==> src/rtl/alu_step_sequencer_if.sv <==
// Control-step bus between the hardwired step sequencer and the phase datapath.
// Handshake: Start is sampled only while the sequencer is idle; Done or Illegal then pulses for one cycle.
interface alu_step_sequencer_if #(
    parameter int NUM_REGS   = 16,
    parameter int ALU_CTRL_W = 5
);
    logic                  Start;
    logic                  Mem_ready;
    logic [31:0]           IR_q;
    logic                  PCout;
    logic                  PCin;
    logic                  IncrementPC;
    logic                  MARin;
    logic                  Read;
    logic                  MDRin;
    logic                  MDRout;
    logic                  IRin;
    logic                  Yin;
    logic                  Zin;
    logic                  ZLOout;
    logic                  ZHIout;
    logic                  LOin;
    logic                  HIin;
    logic [NUM_REGS-1:0]   Rout;
    logic [NUM_REGS-1:0]   Rin;
    logic [ALU_CTRL_W-1:0] ALUControl;
    logic                  Busy;
    logic                  Done;
    logic                  Illegal;
    logic                  Fault;

    modport master (
        input  Start, Mem_ready, IR_q,
        output PCout, PCin, IncrementPC, MARin, Read, MDRin, MDRout, IRin, Yin, Zin,
               ZLOout, ZHIout, LOin, HIin, Rout, Rin, ALUControl, Busy, Done, Illegal, Fault
    );

    modport slave (
        output Start, Mem_ready, IR_q,
        input  PCout, PCin, IncrementPC, MARin, Read, MDRin, MDRout, IRin, Yin, Zin,
               ZLOout, ZHIout, LOin, HIin, Rout, Rin, ALUControl, Busy, Done, Illegal, Fault
    );
endinterface

==> src/rtl/alu_step_sequencer.sv <==
// Hardwired control-step sequencer: fetch, decode, execute and writeback strobes for one instruction.
// Every strobe is a registered decode of the state being entered, so outputs line up with the state.
module alu_step_sequencer #(
    parameter int NUM_REGS    = 16,
    parameter int ALU_CTRL_W  = 5,
    parameter int MEM_TIMEOUT = 15
) (
    input  logic                 Clock,
    input  logic                 Resetn,
    alu_step_sequencer_if.master bus,
    output logic [3:0]           dbg_state
);
    localparam int RW = $clog2(NUM_REGS);
    localparam int CW = $clog2(MEM_TIMEOUT + 1);
    localparam logic [CW-1:0] TMO_LAST = CW'(MEM_TIMEOUT - 1);
    localparam logic [CW-1:0] TMO_MAX  = CW'(MEM_TIMEOUT);

    typedef enum logic [3:0] {
        S_IDLE, S_T0, S_T1, S_T2, S_DEC, S_T3, S_T4, S_T5, S_T6, S_DONE, S_ILL
    } state_t;

    typedef enum logic [1:0] {C_BIN, C_WIDE, C_UNARY, C_ILL} cls_t;

    typedef struct packed {
        logic                  pcout;
        logic                  pcin;
        logic                  incpc;
        logic                  marin;
        logic                  read;
        logic                  mdrin;
        logic                  mdrout;
        logic                  irin;
        logic                  yin;
        logic                  zin;
        logic                  zloout;
        logic                  zhiout;
        logic                  loin;
        logic                  hiin;
        logic                  busy;
        logic                  done;
        logic                  illegal;
        logic [NUM_REGS-1:0]   rout;
        logic [NUM_REGS-1:0]   rin;
        logic [ALU_CTRL_W-1:0] alu;
    } ctrl_t;

    state_t        state, next_state;
    ctrl_t         ctrl_d, ctrl_q;
    logic [CW-1:0] tmo_cnt, tmo_cnt_d;
    logic          fault_q, fault_d;
    logic [16:0]   ir_lat;
    logic [16:0]   ir_src;
    logic [4:0]    op;
    logic [RW-1:0] ra, rb, rc;
    cls_t          cls;
    logic          ir_unused;

    function automatic cls_t decode(input logic [4:0] o);
        if (o >= 5'd3 && o <= 5'd14) return C_BIN;
        if (o == 5'd15 || o == 5'd16) return C_WIDE;
        if (o == 5'd17 || o == 5'd18) return C_UNARY;
        return C_ILL;
    endfunction

    function automatic logic [NUM_REGS-1:0] onehot(input logic [RW-1:0] idx);
        logic [NUM_REGS-1:0] v;
        v      = '0;
        v[idx] = 1'b1;
        return v;
    endfunction

    // IR is read live while in DEC and from the latched copy afterwards.
    assign ir_src    = (state == S_DEC) ? bus.IR_q[31:15] : ir_lat;
    assign ir_unused = ^bus.IR_q[14:0];
    assign op        = ir_src[16:12];
    assign ra        = ir_src[8 +: RW];
    assign rb        = ir_src[4 +: RW];
    assign rc        = ir_src[0 +: RW];
    assign cls       = decode(op);

    always_ff @(posedge Clock or negedge Resetn) begin
        if (!Resetn) begin
            state   <= S_IDLE;
            ctrl_q  <= '0;
            tmo_cnt <= '0;
            fault_q <= 1'b0;
            ir_lat  <= '0;
        end else begin
            state   <= next_state;
            ctrl_q  <= ctrl_d;
            tmo_cnt <= tmo_cnt_d;
            fault_q <= fault_d;
            if (state == S_DEC) ir_lat <= bus.IR_q[31:15];
        end
    end

    always_comb begin
        next_state = state;
        tmo_cnt_d  = tmo_cnt;
        fault_d    = fault_q;
        case (state)
            S_IDLE: if (bus.Start) begin
                next_state = S_T0;
                fault_d    = 1'b0;
            end
            S_T0: begin
                next_state = S_T1;
                tmo_cnt_d  = '0;
            end
            S_T1: begin
                if (bus.Mem_ready) begin
                    next_state = S_T2;
                end else if (tmo_cnt == TMO_LAST) begin
                    next_state = S_IDLE;
                    fault_d    = 1'b1;
                end else begin
                    tmo_cnt_d = (tmo_cnt == TMO_MAX) ? tmo_cnt : tmo_cnt + 1'b1;
                end
            end
            S_T2:   next_state = S_DEC;
            S_DEC: begin
                case (cls)
                    C_BIN, C_WIDE: next_state = S_T3;
                    C_UNARY:       next_state = S_T4;
                    default:       next_state = S_ILL;
                endcase
            end
            S_T3:   next_state = S_T4;
            S_T4:   next_state = S_T5;
            S_T5:   next_state = (cls == C_WIDE) ? S_T6 : S_DONE;
            S_T6:   next_state = S_DONE;
            default: next_state = S_IDLE;
        endcase
    end

    // Strobes are decoded from the state being entered and registered alongside it.
    always_comb begin
        ctrl_d = '0;
        case (next_state)
            S_T0: begin
                ctrl_d.pcout = 1'b1;
                ctrl_d.marin = 1'b1;
                ctrl_d.zin   = 1'b1;
                ctrl_d.incpc = 1'b1;
                ctrl_d.busy  = 1'b1;
            end
            S_T1: begin
                ctrl_d.zloout = 1'b1;
                ctrl_d.pcin   = (state != S_T1);
                ctrl_d.read   = 1'b1;
                ctrl_d.mdrin  = 1'b1;
                ctrl_d.busy   = 1'b1;
            end
            S_T2: begin
                ctrl_d.mdrout = 1'b1;
                ctrl_d.irin   = 1'b1;
                ctrl_d.busy   = 1'b1;
            end
            S_DEC: ctrl_d.busy = 1'b1;
            S_T3: begin
                ctrl_d.rout = onehot(rb);
                ctrl_d.yin  = 1'b1;
                ctrl_d.busy = 1'b1;
            end
            S_T4: begin
                ctrl_d.rout = (cls == C_UNARY) ? onehot(rb) : onehot(rc);
                ctrl_d.zin  = 1'b1;
                ctrl_d.alu  = ALU_CTRL_W'(op);
                ctrl_d.busy = 1'b1;
            end
            S_T5: begin
                ctrl_d.zloout = 1'b1;
                ctrl_d.busy   = 1'b1;
                if (cls == C_WIDE) ctrl_d.loin = 1'b1;
                else               ctrl_d.rin  = onehot(ra);
            end
            S_T6: begin
                ctrl_d.zhiout = 1'b1;
                ctrl_d.hiin   = 1'b1;
                ctrl_d.busy   = 1'b1;
            end
            S_DONE: ctrl_d.done    = 1'b1;
            S_ILL:  ctrl_d.illegal = 1'b1;
            default: ctrl_d = '0;
        endcase
    end

    assign bus.PCout       = ctrl_q.pcout;
    assign bus.PCin        = ctrl_q.pcin;
    assign bus.IncrementPC = ctrl_q.incpc;
    assign bus.MARin       = ctrl_q.marin;
    assign bus.Read        = ctrl_q.read;
    assign bus.MDRin       = ctrl_q.mdrin;
    assign bus.MDRout      = ctrl_q.mdrout;
    assign bus.IRin        = ctrl_q.irin;
    assign bus.Yin         = ctrl_q.yin;
    assign bus.Zin         = ctrl_q.zin;
    assign bus.ZLOout      = ctrl_q.zloout;
    assign bus.ZHIout      = ctrl_q.zhiout;
    assign bus.LOin        = ctrl_q.loin;
    assign bus.HIin        = ctrl_q.hiin;
    assign bus.Rout        = ctrl_q.rout;
    assign bus.Rin         = ctrl_q.rin;
    assign bus.ALUControl  = ctrl_q.alu;
    assign bus.Busy        = ctrl_q.busy;
    assign bus.Done        = ctrl_q.done;
    assign bus.Illegal     = ctrl_q.illegal;
    assign bus.Fault       = fault_q;
    assign dbg_state       = state;
endmodule

==> src/flat_wrapper.sv <==
// flat-port wrapper written by rule: the top's interface ports become plain ports
module alu_step_sequencer_flat 
#(
    parameter int NUM_REGS    = 16,
    parameter int ALU_CTRL_W  = 5,
    parameter int MEM_TIMEOUT = 15
)
  (Clock, Resetn, dbg_state, bus_Start, bus_Mem_ready, bus_IR_q, bus_PCout, bus_PCin, bus_IncrementPC, bus_MARin, bus_Read, bus_MDRin, bus_MDRout, bus_IRin, bus_Yin, bus_Zin, bus_ZLOout, bus_ZHIout, bus_LOin, bus_HIin, bus_Rout, bus_Rin, bus_ALUControl, bus_Busy, bus_Done, bus_Illegal, bus_Fault);
  alu_step_sequencer_if #(.NUM_REGS(NUM_REGS), .ALU_CTRL_W(ALU_CTRL_W)) bus_i ();
  input  logic Clock;
  input  logic Resetn;
  output logic [3:0] dbg_state;
  input wire logic [$bits(bus_i.Start)-1:0] bus_Start;
  input wire logic [$bits(bus_i.Mem_ready)-1:0] bus_Mem_ready;
  input wire logic [$bits(bus_i.IR_q)-1:0] bus_IR_q;
  output wire logic [$bits(bus_i.PCout)-1:0] bus_PCout;
  output wire logic [$bits(bus_i.PCin)-1:0] bus_PCin;
  output wire logic [$bits(bus_i.IncrementPC)-1:0] bus_IncrementPC;
  output wire logic [$bits(bus_i.MARin)-1:0] bus_MARin;
  output wire logic [$bits(bus_i.Read)-1:0] bus_Read;
  output wire logic [$bits(bus_i.MDRin)-1:0] bus_MDRin;
  output wire logic [$bits(bus_i.MDRout)-1:0] bus_MDRout;
  output wire logic [$bits(bus_i.IRin)-1:0] bus_IRin;
  output wire logic [$bits(bus_i.Yin)-1:0] bus_Yin;
  output wire logic [$bits(bus_i.Zin)-1:0] bus_Zin;
  output wire logic [$bits(bus_i.ZLOout)-1:0] bus_ZLOout;
  output wire logic [$bits(bus_i.ZHIout)-1:0] bus_ZHIout;
  output wire logic [$bits(bus_i.LOin)-1:0] bus_LOin;
  output wire logic [$bits(bus_i.HIin)-1:0] bus_HIin;
  output wire logic [$bits(bus_i.Rout)-1:0] bus_Rout;
  output wire logic [$bits(bus_i.Rin)-1:0] bus_Rin;
  output wire logic [$bits(bus_i.ALUControl)-1:0] bus_ALUControl;
  output wire logic [$bits(bus_i.Busy)-1:0] bus_Busy;
  output wire logic [$bits(bus_i.Done)-1:0] bus_Done;
  output wire logic [$bits(bus_i.Illegal)-1:0] bus_Illegal;
  output wire logic [$bits(bus_i.Fault)-1:0] bus_Fault;
  assign bus_i.Start = bus_Start;
  assign bus_i.Mem_ready = bus_Mem_ready;
  assign bus_i.IR_q = bus_IR_q;
  assign bus_PCout = bus_i.PCout;
  assign bus_PCin = bus_i.PCin;
  assign bus_IncrementPC = bus_i.IncrementPC;
  assign bus_MARin = bus_i.MARin;
  assign bus_Read = bus_i.Read;
  assign bus_MDRin = bus_i.MDRin;
  assign bus_MDRout = bus_i.MDRout;
  assign bus_IRin = bus_i.IRin;
  assign bus_Yin = bus_i.Yin;
  assign bus_Zin = bus_i.Zin;
  assign bus_ZLOout = bus_i.ZLOout;
  assign bus_ZHIout = bus_i.ZHIout;
  assign bus_LOin = bus_i.LOin;
  assign bus_HIin = bus_i.HIin;
  assign bus_Rout = bus_i.Rout;
  assign bus_Rin = bus_i.Rin;
  assign bus_ALUControl = bus_i.ALUControl;
  assign bus_Busy = bus_i.Busy;
  assign bus_Done = bus_i.Done;
  assign bus_Illegal = bus_i.Illegal;
  assign bus_Fault = bus_i.Fault;
  alu_step_sequencer #(.NUM_REGS(NUM_REGS), .ALU_CTRL_W(ALU_CTRL_W), .MEM_TIMEOUT(MEM_TIMEOUT)) u_core (.Clock(Clock), .Resetn(Resetn), .bus(bus_i), .dbg_state(dbg_state));
endmodule
==> config.mk <==
export PLATFORM = sky130hd
export DESIGN_NAME = alu_step_sequencer_flat
export DESIGN_NICKNAME = d
export VERILOG_FILES = /design/src/rtl/alu_step_sequencer_if.sv /design/src/rtl/alu_step_sequencer.sv /design/src/flat_wrapper.sv
export SDC_FILE = /design/constraint.sdc
export NUM_CORES = 1
export LEC_CHECK = 0
export CELL_PAD_IN_SITES_DETAIL_PLACEMENT = 1
export CELL_PAD_IN_SITES_GLOBAL_PLACEMENT = 2
export CORE_MARGIN = 4
export CORE_UTILIZATION = 43
export CTS_BUF_LIST = sky130_fd_sc_hd__clkbuf_8
export DETAILED_ROUTE_END_ITERATION = 8
export DONT_BUFFER_PORTS = 1
export PLACE_DENSITY = 0.92
export SLEW_MARGIN = 20
export SYNTH_ARGS = -nofsm -noshare
export SYNTH_HDL_FRONTEND = slang
export SYNTH_SLANG_ARGS = --single-unit
==> constraint.sdc <==
create_clock -name Clock -period 5.2 [get_ports Clock]
set_input_delay 0.78 -clock Clock [delete_from_list [all_inputs] [get_ports Clock]]
set_output_delay 0.78 -clock Clock [all_outputs]
set_load 0.005 [all_outputs]
==> metrics.log, run 1 <==
INFO  metric run_status = finished, final reports clean
INFO  metric chipHeight = 98.6 um
INFO  metric worst_setup_end_kind = register
INFO  metric track_usage = 0.180
INFO  metric drv_slew = 0
INFO  metric first_global_vias = 2,688
INFO  metric maxCapViolCount = 0
INFO  metric final_core_util = 0.479
INFO  metric setup_total_negative_slack = 0 ns
INFO  metric postCtsResizedCells = 0
INFO  metric critPathKind = register to register
INFO  metric clk_latency = 0.35 ns
INFO  metric count_of_port_buffers_added_during_placement = 0
INFO  metric max_slew_margin = 0.419
INFO  metric num_cts_buffers = 9
INFO  metric wirelength = 8410 um
INFO  metric yosysWarnings = 0
INFO  metric synth_cell_types = 59
INFO  metric synth_edf_count = 0
INFO  metric final_period_demand_of_the_worst_path = 3.02 ns
INFO  metric drc_errors = 0
INFO  metric post_cts_buffers = 0
INFO  metric worst_clock_skew = 0.0115 ns
INFO  metric yosysTopAreaCellShare = 0.532
INFO  metric floorplan.initialDensity = 0.450
INFO  metric globalplace.congestion = 0.770
INFO  metric final_layout_size_suffix_gt1_frac = 0.102
INFO  metric synth-seq-cells = 75
INFO  metric fmaxAchievable = 331 MHz
INFO  metric ant_nets = 0
INFO  metric critical_path_required = 5.40 ns
INFO  metric drt_pre_antenna_iters = 4
INFO  metric synth_area = 3530 um2
INFO  metric tritoncts = done
INFO  metric timing.final.setup_violations = 0
INFO  metric fp.dieArea = 9720 um2
INFO  metric power_density = 616 nW/um2
INFO  metric worst_ir_drop_on_vdd = 0.212 mV
INFO  metric ys_async_sr_fraction = 1.00
INFO  metric hold_viol_final = 0
INFO  metric chipWidth = 98.6 um
INFO  metric number_of_antenna_violations_at_the_first_check_in_global_routing = 0
INFO  metric post-route-period-util = 0.580
INFO  metric syn_inst = 344
INFO  metric rsz_0062_raised_after_global_routing = false
INFO  metric synthToLayoutAreaGrowth = 6.56%
INFO  metric fin_nets = 375
INFO  metric cts.root.buffer_cell = clkbuf_8
INFO  metric transition_at_the_pin_with_the_smallest_max_transition_slack = 0.868 ns
INFO  metric setup.worst_path.start_class = register
INFO  metric ys_seq_area_frac = 0.532
INFO  metric ioPinCount = 95
INFO  metric grt_pass1_wl = 14,000 um
INFO  metric rows = 32
INFO  metric ys_top_cells_by_count = dfrtp_1, nand2_1, nor2_1, inv_1, nand3b_1
INFO  metric grt_max_degree = 76
INFO  metric route.vias.total = 2,583
INFO  metric via_per_inst = 5.82
INFO  metric wire_per_inst = 18.9 um
INFO  metric syn-num-nets = 382
INFO  metric antenna_cells_inserted = 0
INFO  metric synth.most_common_cell = dfrtp_1
INFO  metric clk_pin_slew_worst_paths = 0.09 ns
INFO  metric post_synth_main_area_contributors = dfrtp_1, nand2_1, nor2_1
INFO  metric synth_top_area_cell = dfrtp_1
INFO  metric numClockSinks = 75
INFO  metric dpl.hpwl = 5980 um
INFO  metric drt-initial-drc-count = 94
INFO  metric globalRoute.totalOverflow = 0
INFO  metric htree_num_levels = 3
INFO  metric synth_area_per_cell = 10.3 um2
INFO  metric holdCritPathClass = primary input to asynchronous set/reset pin
INFO  metric synth_flop_cell = dfrtp_1
INFO  metric total_leakage_power = 0.00170 uW
INFO  metric cp.arrival = 3.22 ns
INFO  metric ctsHoldBuffers = 0
INFO  metric timing.critical_path.fanout_max = 25
INFO  metric fp.coreArea = 7850 um2
INFO  metric clockBufferDepth = 2
## worst paths after layout
kind                                                 to  slack [ns]  cells past startpoint                           from
min in group Clock          u_core.ir_lat[10]$_DFF_PN0_        0.52                      2    u_core.ir_lat[10]$_DFF_PN0_
hold reg to reg             u_core.ir_lat[10]$_DFF_PN0_        0.52                      2    u_core.ir_lat[10]$_DFF_PN0_
max in group asynchronous  u_core.bus.Rout[4]$_DFF_PN0_        4.99                      0                         Resetn
setup / recovery           u_core.bus.Rout[2]$_DFF_PN0_        2.18                      6  u_core.dbg_state[0]$_DFF_PN0_
hold / removal             u_core.bus.Rin[12]$_DFF_PN0_        0.11                      0                         Resetn
setup reg to reg           u_core.bus.Rout[2]$_DFF_PN0_        2.18                      6  u_core.dbg_state[0]$_DFF_PN0_
## per-stage QoR
stage	std cells	area [um2]	hold slack, ns	total power, uW	setup slack [ns]
floorplan	344	3530	0.460	1620	2.81
global placement	428	3520	0.481	1730	2.23
detailed placement	428	3520	0.486	1770	2.17
CTS	444	3760	0.0926	2340	2.16
global route	444	3760	0.0801	2490	1.96
finish	444	3760	0.110	2320	2.18
## cell type report
class                           count  area [um2]
Inverter                           12        45.0
Clock buffer                        9         124
Fill cell                         895        4090
Tap cell                          102         128
Multi-Input combinational cell    237        1450
Timing Repair Buffer                2        15.0
Clock inverter                      7         121
Sequential cell                    75        1880
## state kept, by name, summed over array words and instances (netlist names), 4 cells and up
| register | flops |
|---|---|
| u_core.ir_lat | 17 |
| u_core.bus.Rin | 16 |
| u_core.bus.Rout | 16 |
| u_core.bus.ALUControl | 5 |
| u_core.dbg_state | 4 |
| u_core.tmo_cnt | 4 |
## critical path, stage by stage, from the launching register on
cell	delay [ns]
dfrtp_1	0.55
nor4b_4	0.86
buf_4	0.40
nor3_1	0.13
or2_1	0.27
a31oi_4	0.47
o32ai_1	0.19
## kinds of logic (layout without fill, tap and decap cells)
family	Yosys count	in the layout	share of synthesized area
fa+ha+maj	2	2	0.00709
mux	5	5	0.0142
flops	75	75	0.532
buf+inv	32	30	0.0570
simple gates	169	169	0.242
compound gates	55	55	0.134
xor+xnor	6	6	0.0149
## report_power, final
| group | switching [uW] | internal (uW) |
|---|---|---|
| registers | 168 | 737 |
| logic | 568 | 291 |
| clock network | 232 | 323 |
## cell usage in the layout (no fill, tap or decap), drive strengths merged, types with 3 or more instances in the layout
master and count:
nand4 3, inv 15, a31oi 4, xnor2 3, nand2 76, o32ai 5, bufinv 3, o21ai 3
a21oi 7, nand3 9, o211ai 3, xor2 3, nand2b 5, and3 6, mux2i 5, clkbuf 9
o22ai 12, or2 3, nand3b 11, nor3 7, nor4 8, dfrtp 75, nor2 25, o31ai 6
or3 3
## routing by layer
metal / track usage / vias to the layer above / share of wire
li1: - / 1189 / -
met1: 0.221 / 1328 / 0.43
met2: 0.304 / 58 / 0.50
met3: 0.0651 / 8 / 0.063
met4: 0.0452 / 0 / 0.011
met5: 0 / - / 0
Power figures use the tool's default switching activity.
==> run 2, diff against run 1 <==
CORE_UTILIZATION = 36   (was 43)
PLACE_DENSITY = 0.83   (was 0.92)
clock period = 2.7 ns   (was 5.2 ns; I/O delays follow)
==> metrics.log, run 2 (synthesis results as in run 1) <==
INFO  metric ant_nets = 0 (unchanged)
INFO  metric cellInternalPower = 2410 uW (was 1350 uW)
INFO  metric fp.coreArea = 9370 um2 (was 7850 um2)
INFO  metric final_period_demand_of_the_worst_path = 2.41 ns (was 3.02 ns)
INFO  metric drc_errors = 0 (unchanged)
INFO  metric worst_clock_skew = 0.0123 ns (was 0.0115 ns)
INFO  metric largest_register_ffs = 17 (unchanged)
INFO  metric drt_pre_antenna_iters = 4 (unchanged)
INFO  metric wirelength = 8780 um (was 8410 um)
INFO  metric cp.arrival = 2.63 ns (was 3.22 ns)
INFO  metric dpl.hpwl = 6590 um (was 5980 um)
INFO  metric rsz_0062_raised_after_global_routing = false (unchanged)
INFO  metric worst_hold_slack = 0.139 ns (was 0.110 ns)
INFO  metric timing.critical_path.cells = or4b_1, buf_4, a31oi_1, nand3b_1, o22ai_2 (was nor4b_4, buf_4, nor3_1, or2_1, a31oi_4, o32ai_1)
INFO  metric synthToLayoutAreaGrowth = 8.72% (was 6.56%)
INFO  metric drv_slew = 0 (unchanged)
INFO  metric top_register = u_core.ir_lat (unchanged)
INFO  metric fp.dieArea = 11,500 um2 (was 9720 um2)
INFO  metric max_slew_margin = 0.583 (was 0.419)
INFO  metric rows = 35 (was 32)
INFO  metric wire_per_inst = 18.3 um (was 18.9 um)
INFO  metric grt_max_degree = 76 (unchanged)
INFO  metric critical_path_buf_inv_count = 1 (unchanged)
INFO  metric worst_setup_end_kind = register (unchanged)
INFO  metric run_status = finished, final reports clean (unchanged)
INFO  metric power_frac_clock = 0.193 (was 0.239)
INFO  metric slowest_stage_delay_cp = 0.75 ns (was 0.86 ns)
INFO  metric power_density = 1140 nW/um2 (was 616 nW/um2)
INFO  metric setup_total_negative_slack = 0 ns (unchanged)
INFO  metric layout.cells.most_common_list = dfrtp_1, nand2_1, nor2_1 (unchanged)
INFO  metric final_layout_size_suffix_gt1_frac = 0.125 (was 0.102)
INFO  metric numClockSinks = 75 (unchanged)
INFO  metric first_global_vias = 2,763 (was 2,688)
INFO  metric maxCapViolCount = 0 (unchanged)
INFO  metric worst_path_dominant_cell_family = simple AND/OR/NAND/NOR gates (unchanged)
INFO  metric track_usage = 0.163 (was 0.180)
INFO  metric timing.final.setup_violations = 0 (unchanged)
INFO  metric setup.worst_path.start_class = register (unchanged)
INFO  metric grt_pass1_wl = 14,600 um (was 14,000 um)
INFO  metric globalplace.congestion = 0.825 (was 0.770)
INFO  metric timing.critical_path.fanout_max = 26 (was 25)
INFO  metric count_of_port_buffers_added_during_placement = 0 (unchanged)
INFO  metric critical_path_required = 2.92 ns (was 5.40 ns)
INFO  metric p_comb_frac = 0.423 (was 0.370)
INFO  metric htree_num_levels = 3 (unchanged)
INFO  metric total_leakage_power = 0.00173 uW (was 0.00170 uW)
INFO  metric fmaxAchievable = 415 MHz (was 331 MHz)
INFO  metric critical_path.slowest_cell = or4b_1 (was nor4b_4)
INFO  metric via_per_inst = 5.32 (was 5.82)
INFO  metric tritoncts = done (unchanged)
INFO  metric post-route-period-util = 0.893 (was 0.580)
INFO  metric final_core_util = 0.410 (was 0.479)
INFO  metric clockBufferDepth = 2 (unchanged)
INFO  metric netSwitchingPower = 1960 uW (was 968 uW)
INFO  metric chipWidth = 107 um (was 98.6 um)
INFO  metric cts.root.buffer_cell = clkbuf_8 (unchanged)
INFO  metric globalRoute.totalOverflow = 0 (unchanged)
INFO  metric number_of_antenna_violations_at_the_first_check_in_global_routing = 0 (unchanged)
INFO  metric clk_pin_slew_worst_paths = 0.10 ns (was 0.09 ns)
INFO  metric ioPinCount = 95 (unchanged)
INFO  metric transition_at_the_pin_with_the_smallest_max_transition_slack = 0.620 ns (was 0.868 ns)
INFO  metric placed_cell_area = 3610 um2 (was 3520 um2)
INFO  metric power_switching_share = 0.448 (was 0.417)
INFO  metric drt-initial-drc-count = 89 (was 94)
INFO  metric hold_viol_final = 0 (unchanged)
INFO  metric worst_ir_drop_on_vdd = 0.297 mV (was 0.212 mV)
INFO  metric critPathKind = register to register (unchanged)
INFO  metric antenna_cells_inserted = 0 (unchanged)
INFO  metric chipHeight = 107 um (was 98.6 um)
INFO  metric fin_nets = 385 (was 375)
INFO  metric sequential_fraction_of_design_power = 0.384 (was 0.390)
INFO  metric final_cell_area = 3840 um2 (was 3760 um2)
INFO  metric layout.cells.most_common = dfrtp_1 (unchanged)
INFO  metric holdCritPathClass = primary input to register (was primary input to asynchronous set/reset pin)
INFO  metric route.vias.total = 2,557 (was 2,583)
INFO  metric clk_latency = 0.36 ns (was 0.35 ns)
INFO  metric post_cts_buffers = 0 (unchanged)
INFO  metric num_cts_buffers = 9 (unchanged)
INFO  metric floorplan.initialDensity = 0.377 (was 0.450)
-- run 2: final timing paths --
| check | start | to | slack [ns] | cells after the start |
|---|---|---|---|---|
| min in group asynchronous | Resetn | u_core.bus.Done$_DFF_PN0_ | 0.62 | 2 |
| max in group asynchronous | Resetn | u_core.ir_lat[6]$_DFF_PN0_ | 1.79 | 2 |
| worst max register to register | u_core.dbg_state[0]$_DFF_PN0_ | u_core.bus.Rout[12]$_DFF_PN0_ | 0.29 | 5 |
| worst min-delay path | bus_Mem_ready | u_core.bus.Fault$_DFFE_PN0P_ | 0.14 | 1 |
| worst min register to register | u_core.ir_lat[10]$_DFF_PN0_ | u_core.ir_lat[10]$_DFF_PN0_ | 0.50 | 2 |
| worst max-delay path | u_core.dbg_state[0]$_DFF_PN0_ | u_core.bus.Rout[12]$_DFF_PN0_ | 0.29 | 5 |
-- run 2: cell type report --
| type | instances | area (um2) |
|---|---|---|
| Timing Repair Buffer | 12 | 113 |
| Fill cell | 1076 | 5530 |
| Clock inverter | 7 | 66.3 |
| Sequential cell | 75 | 1880 |
| Tap cell | 129 | 161 |
| Inverter | 12 | 45.0 |
| Multi-Input combinational cell | 237 | 1450 |
| Clock buffer | 9 | 124 |
-- run 2: repair_timing --
item / CTS / global route
hold buffers: 2 / 0
resized for setup: 0 / 0
setup endpoints to repair: 0 / 0
hold endpoints to repair: 75 / 0
-- run 2: stage by stage --
step / setup WS, ns / cells / total power (uW)
2_1_floorplan: 0.656 / 344 / 3120
3_3_place_gp: 0.361 / 463 / 3460
3_5_place_dp: 0.303 / 463 / 3540
4_1_cts: 0.284 / 481 / 4420
5_1_grt: 0.119 / 481 / 4730
6_report: 0.289 / 481 / 4370
-- run 2: power by group through the flow --
stage                     Sequential [uW]  Combinational, uW  Clock (uW)
after floorplan                      1610               1500           0
after global placement               1690               1770           0
after detailed placement             1710               1830           0
after CTS                            1680               1870         870
after global routing                 1730               2090         914
final                                1680               1850         845
-- run 2: metal layers --
metal,GRT usage,vias to the layer above,routed length (um)
li1,-,1206,-
met1,0.207,1286,3860
met2,0.259,53,4230
met3,0.0518,12,543
met4,0.0639,0,148
met5,0,-,0
